<file path="src/rtl/ahb_bus_arbiter_if.sv">
// Request/grant bundle between the AHB masters and the bus arbiter.
// The master modport is the requester side; the slave modport is the arbiter side.
interface ahb_bus_arbiter_if #(
    parameter int unsigned NO_OF_MASTERS = 4,
    parameter int unsigned HMASTER_WIDTH = 4
);
    logic [NO_OF_MASTERS-1:0] hbusreq;
    logic [NO_OF_MASTERS-1:0] hlock;
    logic [1:0]               htrans;
    logic [2:0]               hburst;
    logic                     hready;
    logic [NO_OF_MASTERS-1:0] hgrant;
    logic [HMASTER_WIDTH-1:0] hmaster;
    logic [HMASTER_WIDTH-1:0] hmasterData;
    logic                     hmastlock;

    modport master (
        output hbusreq, hlock, htrans, hburst, hready,
        input  hgrant, hmaster, hmasterData, hmastlock
    );

    modport slave (
        input  hbusreq, hlock, htrans, hburst, hready,
        output hgrant, hmaster, hmasterData, hmastlock
    );
endinterface

</file>
<file path="src/rtl/ahb_bus_arbiter.sv">
// Round-robin AHB arbiter that keeps ownership fixed across fixed-length bursts,
// INCR bursts and locked sequences, and drives address/data-phase master IDs.
module ahb_bus_arbiter #(
    parameter int unsigned NO_OF_MASTERS  = 4,
    parameter int unsigned HMASTER_WIDTH  = 4,
    parameter int unsigned DEFAULT_MASTER = 0
) (
    input logic              hclk,
    input logic              hreset,
    ahb_bus_arbiter_if.slave bus
);

    localparam logic [1:0] TransIdle   = 2'b00;
    localparam logic [1:0] TransNonseq = 2'b10;
    localparam logic [1:0] TransSeq    = 2'b11;
    localparam logic [2:0] BurstIncr   = 3'b001;

    typedef enum logic [1:0] {StOpen, StBurst, StUndef, StLocked} state_e;

    state_e                   state_q, state_d;
    logic [3:0]               beats_q, beats_d;
    logic                     lock_q, lock_d;
    logic [NO_OF_MASTERS-1:0] hgrant_q, hgrant_d;
    logic [HMASTER_WIDTH-1:0] ptr_q, ptr_d;
    logic [HMASTER_WIDTH-1:0] hmaster_q, hmaster_d;
    logic [HMASTER_WIDTH-1:0] hmdata_q, hmdata_d;

    logic [NO_OF_MASTERS-1:0] own_sel;
    logic                     own_req;
    logic                     own_lock;
    logic [HMASTER_WIDTH-1:0] grant_idx;
    logic [HMASTER_WIDTH-1:0] win_idx;
    logic                     win_found;
    logic [3:0]               burst_len;

    always_comb begin
        own_sel = '0;
        for (int unsigned i = 0; i < NO_OF_MASTERS; i++) begin
            own_sel[i] = (hmaster_q == HMASTER_WIDTH'(i));
        end
    end

    assign own_req  = |(bus.hbusreq & own_sel);
    assign own_lock = |(bus.hlock & own_sel);

    always_comb begin
        grant_idx = '0;
        for (int unsigned i = 0; i < NO_OF_MASTERS; i++) begin
            if (hgrant_q[i]) grant_idx = HMASTER_WIDTH'(i);
        end
    end

    // Round-robin search starting one past the last winner.
    always_comb begin
        win_found = 1'b0;
        win_idx   = HMASTER_WIDTH'(DEFAULT_MASTER);
        for (int unsigned k = 1; k <= NO_OF_MASTERS; k++) begin
            for (int unsigned i = 0; i < NO_OF_MASTERS; i++) begin
                if (!win_found && bus.hbusreq[i] &&
                    (i == (32'(ptr_q) + k) % NO_OF_MASTERS)) begin
                    win_found = 1'b1;
                    win_idx   = HMASTER_WIDTH'(i);
                end
            end
        end
    end

    always_comb begin
        case (bus.hburst)
            3'b010, 3'b011: burst_len = 4'd3;
            3'b100, 3'b101: burst_len = 4'd7;
            3'b110, 3'b111: burst_len = 4'd15;
            default:        burst_len = 4'd0;
        endcase
    end

    always_comb begin
        state_d   = state_q;
        beats_d   = beats_q;
        lock_d    = lock_q;
        hgrant_d  = hgrant_q;
        ptr_d     = ptr_q;
        hmaster_d = hmaster_q;
        hmdata_d  = hmdata_q;

        if (bus.hready) begin
            hmaster_d = grant_idx;
            hmdata_d  = hmaster_q;

            case (state_q)
                StBurst: begin
                    if (bus.htrans == TransSeq) begin
                        if (beats_q != 4'd0) beats_d = beats_q - 4'd1;
                        if (beats_q <= 4'd1) state_d = StOpen;
                    end else if (bus.htrans == TransIdle) begin
                        beats_d = 4'd0;
                        state_d = StOpen;
                    end
                end
                StUndef: begin
                    if (bus.htrans == TransIdle || !own_req) state_d = StOpen;
                end
                StLocked: begin
                    if (bus.htrans == TransSeq && beats_q != 4'd0) beats_d = beats_q - 4'd1;
                    if (!own_lock &&
                        (bus.htrans == TransIdle || bus.htrans == TransNonseq)) begin
                        state_d = StOpen;
                        lock_d  = 1'b0;
                    end
                end
                default: ;
            endcase

            // A NONSEQ always starts a fresh sequence, whatever was in flight.
            if (bus.htrans == TransNonseq) begin
                beats_d = burst_len;
                lock_d  = own_lock;
                if (own_lock)                    state_d = StLocked;
                else if (burst_len != 4'd0)      state_d = StBurst;
                else if (bus.hburst == BurstIncr) state_d = StUndef;
                else                             state_d = StOpen;
            end

            // Rearbitrate only when the bus will be open after this beat.
            if (state_d == StOpen) begin
                hgrant_d = NO_OF_MASTERS'(1) << win_idx;
                if (win_found) ptr_d = win_idx;
            end
        end
    end

    always_ff @(posedge hclk) begin
        if (hreset) begin
            state_q   <= StOpen;
            beats_q   <= 4'd0;
            lock_q    <= 1'b0;
            hgrant_q  <= NO_OF_MASTERS'(1) << DEFAULT_MASTER;
            ptr_q     <= HMASTER_WIDTH'(DEFAULT_MASTER);
            hmaster_q <= HMASTER_WIDTH'(DEFAULT_MASTER);
            hmdata_q  <= HMASTER_WIDTH'(DEFAULT_MASTER);
        end else begin
            state_q   <= state_d;
            beats_q   <= beats_d;
            lock_q    <= lock_d;
            hgrant_q  <= hgrant_d;
            ptr_q     <= ptr_d;
            hmaster_q <= hmaster_d;
            hmdata_q  <= hmdata_d;
        end
    end

    assign bus.hgrant      = hgrant_q;
    assign bus.hmaster     = hmaster_q;
    assign bus.hmasterData = hmdata_q;
    assign bus.hmastlock   = lock_q;

    a_grant_onehot: assert property (@(posedge hclk) disable iff (hreset)
        $onehot(hgrant_q));

    a_master_range: assert property (@(posedge hclk) disable iff (hreset)
        32'(hmaster_q) < NO_OF_MASTERS);

    a_grant_hold: assert property (@(posedge hclk) disable iff (hreset)
        (state_d == StBurst || state_d == StLocked) |-> (hgrant_d == hgrant_q));

endmodule

</file>
<file path="src/flat_wrapper.sv">
// flat-port wrapper written by rule: the top's interface ports become plain ports
module ahb_bus_arbiter_flat 
#(
    parameter int unsigned NO_OF_MASTERS  = 4,
    parameter int unsigned HMASTER_WIDTH  = 4,
    parameter int unsigned DEFAULT_MASTER = 0
)
  (hclk, hreset, bus_hbusreq, bus_hlock, bus_htrans, bus_hburst, bus_hready, bus_hgrant, bus_hmaster, bus_hmasterData, bus_hmastlock);
  ahb_bus_arbiter_if #(.NO_OF_MASTERS(NO_OF_MASTERS), .HMASTER_WIDTH(HMASTER_WIDTH)) bus_i ();
  input logic hclk;
  input logic hreset;
  input wire logic [$bits(bus_i.hbusreq)-1:0] bus_hbusreq;
  input wire logic [$bits(bus_i.hlock)-1:0] bus_hlock;
  input wire logic [$bits(bus_i.htrans)-1:0] bus_htrans;
  input wire logic [$bits(bus_i.hburst)-1:0] bus_hburst;
  input wire logic [$bits(bus_i.hready)-1:0] bus_hready;
  output wire logic [$bits(bus_i.hgrant)-1:0] bus_hgrant;
  output wire logic [$bits(bus_i.hmaster)-1:0] bus_hmaster;
  output wire logic [$bits(bus_i.hmasterData)-1:0] bus_hmasterData;
  output wire logic [$bits(bus_i.hmastlock)-1:0] bus_hmastlock;
  assign bus_i.hbusreq = bus_hbusreq;
  assign bus_i.hlock = bus_hlock;
  assign bus_i.htrans = bus_htrans;
  assign bus_i.hburst = bus_hburst;
  assign bus_i.hready = bus_hready;
  assign bus_hgrant = bus_i.hgrant;
  assign bus_hmaster = bus_i.hmaster;
  assign bus_hmasterData = bus_i.hmasterData;
  assign bus_hmastlock = bus_i.hmastlock;
  ahb_bus_arbiter #(.NO_OF_MASTERS(NO_OF_MASTERS), .HMASTER_WIDTH(HMASTER_WIDTH), .DEFAULT_MASTER(DEFAULT_MASTER)) u_core (.hclk(hclk), .hreset(hreset), .bus(bus_i));
endmodule
</file>
<file path="config.mk">
export PLATFORM = sky130hd
export DESIGN_NAME = ahb_bus_arbiter_flat
export DESIGN_NICKNAME = d
export VERILOG_FILES = /design/src/rtl/ahb_bus_arbiter_if.sv /design/src/rtl/ahb_bus_arbiter.sv /design/src/flat_wrapper.sv
export SDC_FILE = /design/constraint.sdc
export NUM_CORES = 1
export LEC_CHECK = 0
export ABC_AREA = 1
export CAP_MARGIN = 20
export CORE_UTILIZATION = 35
export DETAILED_ROUTE_END_ITERATION = 10
export DONT_BUFFER_PORTS = 1
export PLACE_DENSITY = 0.5
export SLEW_MARGIN = 25
export SYNTH_ARGS = -nofsm -noshare
export SYNTH_HDL_FRONTEND = slang
export SYNTH_SLANG_ARGS = --single-unit
export TNS_END_PERCENT = 1
</file>
<file path="constraint.sdc">
create_clock -name hclk -period 1.9 [get_ports hclk]
set_input_delay 0.38 -clock hclk [delete_from_list [all_inputs] [get_ports hclk]]
set_output_delay 0.38 -clock hclk [all_outputs]
set_load 0.1 [all_outputs]
</file>
After elaboration in Yosys (flattened, before gate mapping):

Index checks and enable logic that the tools add are counted.

* flip-flop bits (word level): 21
* bits of input ports: 16
* logic and storage cells: 174

* reductions and logical operators: 73
* shift operators: 1
* magnitude comparators: 1
* multiplexer cells: 55
* add/sub/neg operators: 5
* eq/ne operators: 30
* bitwise logic cells: 2

Operator list (number)
* 32-bit zero test: 4
* 2-bit two-way mux: 26
* 1-bit logical AND: 33
* 1-bit two-way mux: 21
* 4-bit two-way mux: 5
* 1-bit zero test: 17
* 2-bit == test, first input constant: 8
* 3-bit == test, second input constant: 4
* 4-bit case mux with 3 select lines: 1
* 4-bit bitwise AND: 2
* 1-bit by 2-bit == test with 1-bit output, first input constant: 4
* 2-bit == test, second input constant: 4
* 4-bit by 2-bit == test with 1-bit output, second input constant: 2
* 4-bit case mux with 2 select lines: 1
* 4-bit nonzero test: 2
* 4-bit OR reduction: 2
* 3-bit by 2-bit == test with 1-bit output, second input constant: 2
* 2-bit case mux with 3 select lines: 1
* 3-bit AND reduction: 2
* 2-bit OR reduction: 3
* 5-bit AND reduction: 1
* 2-bit by 1-bit adder with 2-bit output, second input constant: 2
* 2-bit adder, second input constant: 2
* 4-bit by 1-bit == test with 1-bit output, second input constant: 1
* other kinds (14): 17

Logic depth before layout (Yosys ltp):

* depth in word-level cells: 65
* depth in mapped cells: 14

Worst setup path after synthesis:

Ideal clock, no wire load.

* kind: reg2reg
* start: reg u_core.hmaster_q[1] (netlist: u_core.bus.hmaster[1])
* end: reg u_core.hgrant_q[0] (netlist: u_core.bus.hgrant[0])
* buffers on the path: 0
* required time: 1.778 ns
* library setup time: 0.122 ns
* arrival: 2.367 ns
* cell stages (with the launch flop): 14
* path slack: -0.589 ns
* cell sequence: dfxtp_1 -> inv_1 -> nand3_1 -> nand2_1 -> nor2_1 -> o21ai_1 -> nand3_1 -> nand2_1 -> nand2_1 -> nand3_1 -> nor2_4 -> inv_1 -> a21oi_1 -> o21ai_1

* word-level cells in the longest chain between the ends: 11
* elaborated cells on any way between the ends: 20
* classes of those cells: eq/ne (3); mux (6); bitwise (2); reduce/logical (9)

Ends and longest elaborated chain
* start: declaration: RTL line ahb_bus_arbiter.sv:25 `logic [HMASTER_WIDTH-1:0] hmaster_q, hmaster_d;`
* start signal: assignment: RTL line ahb_bus_arbiter.sv:139 `hmaster_q <= HMASTER_WIDTH'(DEFAULT_MASTER);`
* start signal: assignment: RTL line ahb_bus_arbiter.sv:147 `hmaster_q <= hmaster_d;`
* 4-bit by 1-bit == test with 1-bit output (tied with other cells): RTL line ahb_bus_arbiter.sv:39 `own_sel[i] = (hmaster_q == HMASTER_WIDTH'(i));`
* 4-bit bitwise AND, on equally long branches: RTL line ahb_bus_arbiter.sv:44, ahb_bus_arbiter.sv:43
* 4-bit OR reduction, on equally long branches: RTL line ahb_bus_arbiter.sv:44, ahb_bus_arbiter.sv:43
* 1-bit zero test, on equally long branches: RTL line ahb_bus_arbiter.sv:105, ahb_bus_arbiter.sv:101
* 1-bit logical AND or 1-bit logical OR (tied branches): RTL line ahb_bus_arbiter.sv:105, ahb_bus_arbiter.sv:101
* 2-bit two-way mux, on equally long branches: RTL line ahb_bus_arbiter.sv:105, ahb_bus_arbiter.sv:101
* 2-bit case mux with 3 select lines: RTL line ahb_bus_arbiter.sv:90 `case (state_q)`
* 2-bit two-way mux (*): RTL line ahb_bus_arbiter.sv:115 `if (bus.htrans == TransNonseq) begin`
* 2-bit two-way mux (*): RTL line ahb_bus_arbiter.sv:86 `if (bus.hready) begin`
* 2-bit zero test (*): RTL line ahb_bus_arbiter.sv:125 `if (state_d == StOpen) begin`
* 2-bit AND reduction (no line) (*)
* end signal: assignment: RTL line ahb_bus_arbiter.sv:137 `hgrant_q <= NO_OF_MASTERS'(1) << DEFAULT_MASTER;`
* end signal: assignment: RTL line ahb_bus_arbiter.sv:145 `hgrant_q <= hgrant_d;`
* end: declaration: RTL line ahb_bus_arbiter.sv:23 `logic [NO_OF_MASTERS-1:0] hgrant_q, hgrant_d;`

Mark *: on every way between the ends. The rest lies on a longest branch, timed or not. The select of a mux whose other input is x is not followed.
A chain may end at the register's enable or synchronous reset.

Worst setup path in the final report:

* start: reg u_core.hmaster_q[0] (netlist: u_core.bus.hmaster[0])
* end: reg u_core.hgrant_q[0] (netlist: u_core.bus.hgrant[0])

The elaborated chain is that of the path after synthesis.

==> qor.csv <==
stage,metric,value,unit
worst_setup_path,rrSetupSlack,0.11,ns
clock_tree,cts_root_buf,clkbuf_8,
worst_setup_path,worst_setup_path_start_kind,flop,
layout,fill_cells,365,
logic_synthesis,synth-seq-cells,17,
drt,ant_nets,0,
floorplanning,start_util,0.3781,
clock_tree,cts_inserted_buffers,3,
floorplanning,core,0.003468,mm^2
drt,drt_wl_total,3229,um
layout,drive_above_1_share,0.2103,
placed_design,gp_congestion,0.8267,
power_and_ir_drop,power_density,796.2,mW/mm^2
worst_setup_path,cp.arrival,1.97,ns
layout,final_cell_mix,"inv_1 (30), nand2_1 (28), nand3_1 (21)",
global_route,antenna_found_initial,0,
outcome,status,completed,
floorplanning,die_y,63.21,um
logic_synthesis,yosysSeqAreaShare,0.2595,
clock_tree,htree_levels,1,
layout,final_common_cell,inv_1,
logic_synthesis,synth_area_leader_cell,dfxtp_1,
min_path,min-delay-path-class,in -> reg,
worst_setup_path,setup.worst_path.end_class,flop,
worst_setup_path,required,2.08,ns
min_path,holdPathEnd,u_core.ptr_q[0],
logic_synthesis,synth_cells,201,
layout,post-route-util,0.4441,
timing,grt_setup_unrepaired,yes,
clock_tree,cts.sinks,17,
timing,fmax,0.5601,GHz
worst_setup_path,reg2reg_depth,13,
run,maxCapViolations,0,
logic_synthesis,syn_area,0.001311,mm^2
timing,hold_ws,0.1734,ns
logic_synthesis,yosysUniqueCellTypes,30,
drt,dr.pass1.iters,5,
timing,clock-skew-final,0.001334,ns
clock_tree,cts_tree,yes,
power_and_ir_drop,p_leak,0.0006887,uW
layout,diodes,0,
drt,wl_per_cell,12.42,um
global_route,grt_max_degree,14,
clock_tree,clk_latency,0.25,ns
logic_synthesis,yosys-top-cells-area,"dfxtp_1 (26%), nand3_1 (9.2%), inv_1 (9.2%)",
drt,route.detailed.drc,0,
placed_design,post-dp-hpwl,2560,um
clock_tree,worst_setup_hold_path_clk_slew,0.06,ns
timing,maxSlewHeadroom,0.6661,
timing,finalSetupViolations,0,
drt,drt_iter0_drc,105,
worst_setup_path,worstPathMaxFanout,8,
drt,vias,1378,
floorplanning,io_pins,29,
global_route,grt_pass1_vias,1236,
layout,final_nets,236,
global_route,grt_pass1_wl,5409,um
floorplanning,die_x,63.21,um
layout,syn_to_final_growth,17.46,%
worst_setup_path,rr_endpoint,u_core.bus.hgrant[0],
timing,finalHoldViolations,0,
clock_tree,ctsHoldBuffers,0,
timing,fin_crit_sh,0.9396,
drt,vias_per_cell,5.300,
floorplanning,die_area,0.003996,mm^2
power_and_ir_drop,vdd_drop_max,0.5304,mV
clock_tree,cts_max_path_buffers,2,
global_route,gr-usage-all-layers,0.1685,
worst_setup_path,rr_startpoint,u_core.bus.hmaster[0],
logic_synthesis,yosysTopAreaCellShare,0.2595,
timing,tightestPinTransition,0.4957,ns
timing,period_minus_slack,1.785,ns
worst_setup_path,setup.worst_path.class,reg -> reg,
timing,setup_tns,0,ns
logic_synthesis,avgSynthCellArea,6.524,um^2
floorplanning,rows,21,
min_path,hp-start,hreset,
logic_synthesis,yosysWarnings,0,
global_route,grt_overflow,0,
placed_design,portBuffers,0,
timing,maxSlewViolCount,0,
min_path,whs_path_depth,1,
critical path, cell delays in order, from the launching register on:
cell     delay, ns
dfxtp_4       0.39
inv_2         0.06
nand3_1       0.06
nand2_1       0.06
nor2_2        0.14
o21ai_1       0.11
nand3_1       0.11
nand2_1       0.06
nand2_1       0.07
nand3_2       0.09
nor2_4        0.21
buf_4         0.15
nand3_1       0.07
o21ai_1       0.13
power by group:
part | internal (uW) | total (uW) | switching, uW
registers | 390 | 420 | 29.9
logic | 158 | 540 | 382
clock network | 145 | 267 | 121
total | 693 | 1230 | 533
area by class of cell:
class / count / area, um^2 / share of cell area
flip-flops and latches: 17 / 355.3 / 0.2307
inverters: 35 / 131.4 / 0.08530
multi-input cells: 145 / 852.1 / 0.5532
repair buffers: 13 / 97.59 / 0.06336
clock inverters: 1 / 5.005 / 0.003249
clock buffers: 3 / 41.29 / 0.02681
well taps: 46 / 57.56 / 0.03737
how the worst max path moves through the flow:
| stage | start | end | cells after the start |
|---|---|---|---|
| after global routing | u_core.ptr_q[1] | u_core.ptr_q[0] | 14 |
| final | u_core.bus.hmaster[0] | u_core.bus.hgrant[0] | 13 |
| after global placement | u_core.bus.hmaster[1] | u_core.bus.hgrant[0] | 13 |
| after detailed placement | u_core.bus.hmaster[1] | u_core.bus.hgrant[0] | 13 |
| after CTS | u_core.ptr_q[1] | u_core.ptr_q[0] | 14 |
| after floorplan | u_core.bus.hmaster[1] | u_core.bus.hgrant[0] | 13 |
synthesized netlist by cell type, drive strengths merged:
library cell   n
clkbuf         1
o21ai         17
conb           1
buf            6
nand3         25
inv           35
a221oi         1
nor2          22
a211oi         2
a21oi         14
nand4         10
ha             5
a31oi          3
xor2           2
nand2         32
o2111ai        2
nor3           5
o211a          1
dfxtp         17
metrics by stage:
| step | power, uW | instances | area, um^2 | worst slack (ns) |
|---|---|---|---|---|
| after floorplan | 843.0 | 204 | 1330 | 0.005260 |
| after global placement | 910.5 | 254 | 1420 | 0.02226 |
| after detailed placement | 917.9 | 254 | 1420 | -0.01531 |
| after CTS | 1195 | 258 | 1475 | 0.003602 |
| after global routing | 1315 | 260 | 1540 | -0.06616 |
| final | 1226 | 260 | 1540 | 0.1147 |
state kept, by name (all words and copies together), names as in the netlist:
signal	flops
u_core.beats_q	4
u_core.bus.hgrant	4
u_core.bus.hmasterData	2
u_core.bus.hmaster	2
u_core.ptr_q	2
u_core.state_q	2
u_core.bus.hmastlock	1
cell families (layout without fill, tap and decap cells):
family,Yosys count,in the layout,synth area share
and+or+nand+nor,94,94,0.3636
buffers and inverters,42,52,0.1384
AOI/OAI and AO/OA,40,40,0.1746
DFF,17,17,0.2595
adders and majority gates,5,5,0.04771
xor gates and xnor gates,2,2,0.01336
other,1,4,0.002860
timing repair:
action	in CTS	in global routing
setup endpoints to repair	2	6
buffers inserted	0	2
pin swaps	1	5
resized for setup	3	12
gates cloned	0	0
metal layers:
layer | vias to the layer above | wire (um) | global-route usage
li1 | 696 | - | -
met1 | 621 | 1493 | 0.2277
met2 | 57 | 1467 | 0.2621
met3 | 4 | 257 | 0.05616
met4 | 0 | 10 | 0.02841
met5 | - | 0 | 0
No activity file was read; power rests on OpenSTA's default activity.
